File: config.mk
export PLATFORM = sky130hd
export DESIGN_NAME = fpu_issue_ctrl
export DESIGN_NICKNAME = d
export VERILOG_FILES = /design/src/rtl/fpu_issue_ctrl.sv
export SDC_FILE = /design/constraint.sdc
export NUM_CORES = 1
export LEC_CHECK = 0
export ABC_CLOCK_PERIOD_IN_PS = 4700
export CORE_MARGIN = 2
export CORE_UTILIZATION = 30
export CTS_CLUSTER_SIZE = 40
export DETAILED_ROUTE_END_ITERATION = 16
export PLACE_DENSITY = 0.5
export SLEW_MARGIN = 10
export SYNTH_ARGS = -nofsm -noshare
export SYNTH_HDL_FRONTEND = slang
export SYNTH_SLANG_ARGS = --single-unit
File: constraint.sdc
create_clock -name clk -period 4.7 [get_ports clk]
set_clock_uncertainty 0.1 [all_clocks]
set_input_delay 0.47 -clock clk [delete_from_list [all_inputs] [get_ports clk]]
set_output_delay 0.47 -clock clk [all_outputs]
set_load 0.01 [all_outputs]
File: src/rtl/fpu_issue_ctrl.sv
// FP command queue and issue sequencer in front of the FP register-file unit.
// Buffers core commands, issues them one at a time and returns results.
module fpu_issue_ctrl #(
  parameter int DEPTH   = 4,
  parameter int TIMEOUT = 64
) (
  input  logic        clk,
  input  logic        rstn,
  input  logic        cmd_valid,
  output logic        cmd_ready,
  input  logic [5:0]  cmd_op,
  input  logic [4:0]  cmd_x1,
  input  logic [4:0]  cmd_x2,
  input  logic [4:0]  cmd_y,
  input  logic [31:0] cmd_data,
  output logic [5:0]  fpu_operation,
  output logic [4:0]  fpu_x1,
  output logic [4:0]  fpu_x2,
  output logic [4:0]  fpu_y,
  output logic [31:0] fpu_in_data,
  output logic        fpu_ready,
  input  logic        fpu_valid,
  input  logic        fpu_out_data1,
  input  logic [31:0] fpu_out_data32,
  output logic        rsp_valid,
  input  logic        rsp_ready,
  output logic [5:0]  rsp_op,
  output logic [31:0] rsp_data,
  output logic        busy,
  output logic [1:0]  err
);

  localparam int AW = $clog2(DEPTH);
  localparam int CW = $clog2(TIMEOUT);

  localparam logic [5:0] OP_FCLT = 6'b100000;
  localparam logic [5:0] OP_FCZ  = 6'b101000;
  localparam logic [5:0] OP_FTOI = 6'b111000;
  localparam logic [5:0] OP_GET  = 6'b111111;

  typedef struct packed {
    logic [5:0]  op;
    logic [4:0]  x1;
    logic [4:0]  x2;
    logic [4:0]  y;
    logic [31:0] data;
  } cmd_t;

  typedef enum logic [1:0] {
    IDLE,
    ISSUE,
    DRAIN
  } state_t;

  function automatic logic op_legal(input logic [5:0] op);
    case (op)
      6'b000000, 6'b000001, 6'b000010,
      6'b000101, 6'b000110, 6'b010000,
      6'b100000, 6'b101000, 6'b111000,
      6'b111001, 6'b111110, 6'b111111:
        op_legal = 1'b1;
      default:
        op_legal = 1'b0;
    endcase
  endfunction

  function automatic logic op_rsp(input logic [5:0] op);
    op_rsp = (op == OP_FCLT) || (op == OP_FCZ) ||
             (op == OP_FTOI) || (op == OP_GET);
  endfunction

  function automatic logic op_bit(input logic [5:0] op);
    op_bit = (op == OP_FCLT) || (op == OP_FCZ);
  endfunction

  cmd_t          mem [DEPTH];
  cmd_t          head;
  logic [AW-1:0] wptr;
  logic [AW-1:0] rptr;
  logic [AW:0]   count;
  logic          ne_q;
  logic          full;
  logic          acc;
  logic          push;
  logic          drop;
  logic          pop;
  state_t        state;
  logic [CW-1:0] cnt;

  assign full      = count == (AW+1)'(DEPTH);
  assign cmd_ready = !full;
  assign acc       = cmd_valid && !full;
  assign push      = acc && op_legal(cmd_op);
  assign drop      = acc && !op_legal(cmd_op);
  assign head      = mem[rptr];
  assign busy      = (count != '0) || (state != IDLE);

  // Head waits while its result would land on an unconsumed response.
  assign pop = (state == IDLE) && ne_q && (count != '0) &&
               !(op_rsp(head.op) && rsp_valid);

  // Command storage; contents need no reset.
  always_ff @(posedge clk) begin
    if (push) mem[wptr] <= {cmd_op, cmd_x1, cmd_x2, cmd_y, cmd_data};
  end

  // FIFO pointers, occupancy and the delayed non-empty view seen by IDLE.
  always_ff @(posedge clk or negedge rstn) begin
    if (!rstn) begin
      wptr  <= '0;
      rptr  <= '0;
      count <= '0;
      ne_q  <= 1'b0;
    end else begin
      if (push) wptr <= wptr + 1'b1;
      if (pop) rptr <= rptr + 1'b1;
      case ({push, pop})
        2'b10:   count <= count + 1'b1;
        2'b01:   count <= count - 1'b1;
        default: count <= count;
      endcase
      ne_q <= count != '0;
    end
  end

  // Issue sequencer with registered fpu drive, response buffer and errors.
  always_ff @(posedge clk or negedge rstn) begin
    if (!rstn) begin
      state         <= IDLE;
      cnt           <= '0;
      fpu_ready     <= 1'b0;
      fpu_operation <= OP_GET;
      fpu_x1        <= '0;
      fpu_x2        <= '0;
      fpu_y         <= '0;
      fpu_in_data   <= '0;
      rsp_valid     <= 1'b0;
      rsp_op        <= '0;
      rsp_data      <= '0;
      err           <= '0;
    end else begin
      if (drop) err[1] <= 1'b1;
      if (rsp_valid && rsp_ready) rsp_valid <= 1'b0;
      case (state)
        IDLE: begin
          if (pop) begin
            state         <= ISSUE;
            cnt           <= '0;
            fpu_ready     <= 1'b1;
            fpu_operation <= head.op;
            fpu_x1        <= head.x1;
            fpu_x2        <= head.x2;
            fpu_y         <= head.y;
            fpu_in_data   <= head.data;
          end
        end
        ISSUE: begin
          if (fpu_valid) begin
            if (op_rsp(fpu_operation)) begin
              rsp_valid <= 1'b1;
              rsp_op    <= fpu_operation;
              rsp_data  <= op_bit(fpu_operation) ?
                           {31'b0, fpu_out_data1} : fpu_out_data32;
            end
            state         <= DRAIN;
            fpu_ready     <= 1'b0;
            fpu_operation <= OP_GET;
          end else if (cnt == CW'(TIMEOUT - 1)) begin
            err[0]        <= 1'b1;
            state         <= DRAIN;
            fpu_ready     <= 1'b0;
            fpu_operation <= OP_GET;
          end else begin
            cnt <= cnt + 1'b1;
          end
        end
        DRAIN: begin
          state <= IDLE;
        end
        default: begin
          state         <= IDLE;
          fpu_ready     <= 1'b0;
          fpu_operation <= OP_GET;
        end
      endcase
    end
  end

endmodule

==> results.toml <==
[setup_path]
arrival_ps = 3830
endpoint_kind = "register"
setup.worst_path.class = "reg2reg"
crit_fanout = 20
critPathSlowestCell = "dfrtp_4"
path_common_cell = "xor2_1"
max_stage_delay_ps = 630
cp-start-kind = "register"
worstPathCellList = "mux4_2 > nand4_1 > a211oi_2 > buf_4 > nor2_4 > ha_1 > inv_1 > fa_1 > xor2_1 > nor2_1 > xor2_1"
worstPathRequired_ps = 5060

[detailed_routing]
ant_nets = 0
wl_um = 27200
vias = 6455
drc = 0
wl_per_cell_um = 18.8
first_pass_iters = 6
vias_per_cell = 4.47
dr.first_iter.drc_count = 368

[floorplan]
die_x_um = 207
io_pins = 188
die_area_um2 = 43000
die_h_um = 207
initial_core_util_pct = 30.4
rows = 74
coreArea_um2 = 40800

[yosys]
syn_area_um2 = 12400
syn_nets = 765
synth-simple-area-share_pct = 4.11
synthMuxAreaShare_pct = 16.5
avgSynthCellArea_um2 = 18.6
synth_compound_area_share_pct = 2.71
synth.top_cells.by_count = "edfxtp_1 (212), dfrtp_1 (105), nand2_1 (67)"
yosysTopAreaCellShare_pct = 51.3
synthArstFlopShare_pct = 34.4
yosysWarnings = 0
synth_cells = 667
yosysSeqAreaShare_pct = 73.8
synth_area_leaders = "edfxtp_1 (51%), dfrtp_1 (21%), mux4_2 (9.6%)"
synth-edff-count = 212
synth-seq-cells = 323
synth-main-ff-cell = "edfxtp_1"
synth_top_family_by_area = "multiplexers"
synthXorXnorAreaFrac_pct = 0.424
yosysTopAreaCell = "edfxtp_1"
synth_cell_types = 47
yosysMostFrequentCell = "edfxtp_1"
synth_fa_ha_area_share_pct = 0.767

[global_route]
grt_max_degree = 84
grt_usage_pct = 13.0
grt_pass1_wl_um = 42700
grt-ovfl-total = 0
antenna_found_initial = 1
grt_pass1_vias = 7014

[timing]
setup_viol = 0
min_period_ps = 3460
fin_crit_sh_pct = 73.7
rsz0062_at_grt = "false"
timing.hold.ws_ps = 366
slew_headroom_pct = 26.9
max_freq_ghz = 0.289
final.setup.tns_ps = 0
worst-slew-pin-transition_ps = 1100
drv_slew = 0
hold_viol = 0

[cts]
cts_buffers = 37
postCtsHoldBufs = 1
cts_resized = 0
post_cts_buffers = 0
clk_pin_slew_ps = 60
cts_root_buffer = "clkbuf_16"
clockBufferDepth = 3
cts_sinks = 323
h-tree-depth = 2
cts_tree = "yes"
worstSkewPairLatency_ps = 540

[pwr]
power_density_nw_per_um2 = 627
p_total_w = 0.0102
swShare_pct = 28.5
combPwrFrac_pct = 32.5
p_int_w = 0.00727
ir_worst_vdd_uv = 237
p_leak_nw = 5.94
netSwitchingPower_w = 0.00290
sequentialPowerShare_pct = 40.0
p_clk_share_pct = 27.5

[layout]
num-nets-final = 980
stdcell_count = 1444
area_growth_pct = 30.7
final_area_um2 = 16200
drive_above_1_share_pct = 22.3
n_fill_cell = 3742

[place]
placed_area_um2 = 15000
dpl.cell_count = 1374
port_buffers = 187
dpl.hpwl_um = 16800
gp_congestion = 0.708

[hold_path]
min_path_type = "reg2reg"

[run]
drv_cap = 0

[status]
status = "complete, no violations"
## worst max-delay path: cells and delay by family, from the launching register on
kind                       cells  cell delay (ps)
AOI/OAI and AO/OA              1               70
DFF                            1              630
muxes                          1              590
buffers and inverters          2              220
adders and majority gates      2              680
xor gates and xnor gates       2              290
and+or+nand+nor                3              810
## cells in the final DEF (no fill, tap or decap), types with 4 or more instances in the layout
cell type and n:
xor2_1 4, dfstp_2 6, clkbuf_1 14, nor2_1 10, buf_4 14, nor2_4 5
o21ai_0 36, mux2_2 18, nand2_1 67, clkbuf_16 39, inv_1 14, clkdlybuf4s50_1 186
mux4_2 53, clkbuf_8 4, nand3_1 10, edfxtp_1 212, ha_1 6, mux2i_1 5
mux2_4 40, nand2b_1 4, buf_12 4, dfrtp_1 103, or2_2 5
## flip-flops by register name, indices dropped and copies added (netlist names), 2 cells and up
register and count:
mem 212, wptr 2, rsp_op 6, rptr 2, fpu_x2 5, cnt 6
fpu_in_data 32, fpu_y 5, fpu_operation 6, err 2, rsp_data 32, count 3
state 2, fpu_x1 5
## power by group through the flow
stage / logic (W) / registers [W] / clock network [W]
finish: 0.00330 / 0.00407 / 0.00280
global route: 0.00360 / 0.00417 / 0.00300
CTS: 0.00340 / 0.00409 / 0.00290
detailed placement: 0.00340 / 0.00414 / 0
global placement: 0.00337 / 0.00413 / 0
floorplan: 0.00196 / 0.00415 / 0
## routing by layer
metal	part of all wire, %	up-vias	GRT usage, %
li1	-	2993	-
met1	45	3234	17.1
met2	47	182	20.9
met3	5.2	46	3.28
met4	2.5	0	4.53
met5	0	-	0
## logic make-up (layout without fill, tap and decap cells)
kind of cell	count (synthesis)	count (layout)
AO/OA/AOI/OAI	56	56
adder cells (fa/ha/maj)	7	7
buffers and inverters	44	288
multiplexers	116	116
flip-flops	323	323
AND/OR/NAND/NOR	115	115
XOR/XNOR	6	6
other	0	1
## final timing paths
check                               to  depth (start not counted)  slack [ps]  startpoint
max                           count[2]                         11        1240     rptr[0]
min                             err[0]                          1         370      err[0]
max reg2reg                   count[2]                         11        1240     rptr[0]
min reg2reg                     err[0]                          1         370      err[0]
max in group asynchronous      rptr[0]                          3        2990        rstn
min in group asynchronous  rsp_data[0]                          2         470        rstn
## stage by stage
step	utilization [%]	setup WS, ps
2_1_floorplan	-	317
3_3_place_gp	36.8	1150
3_5_place_dp	36.8	1110
4_1_cts	39.7	1100
5_1_grt	39.7	950
6_report	39.7	1240
## final cells by class
type / instances / area (um2) / area share [%]
Tap cell: 532 / 666 / 4.10
Antenna cell: 1 / 2.50 / 0.0154
Inverter: 14 / 52.6 / 0.324
Clock inverter: 11 / 109 / 0.671
Multi-Input combinational cell: 300 / 3080 / 19.0
Timing Repair Buffer: 206 / 2070 / 12.8
Sequential cell: 323 / 9160 / 56.5
Clock buffer: 57 / 1080 / 6.68
No activity file was read; power rests on OpenSTA's default activity.
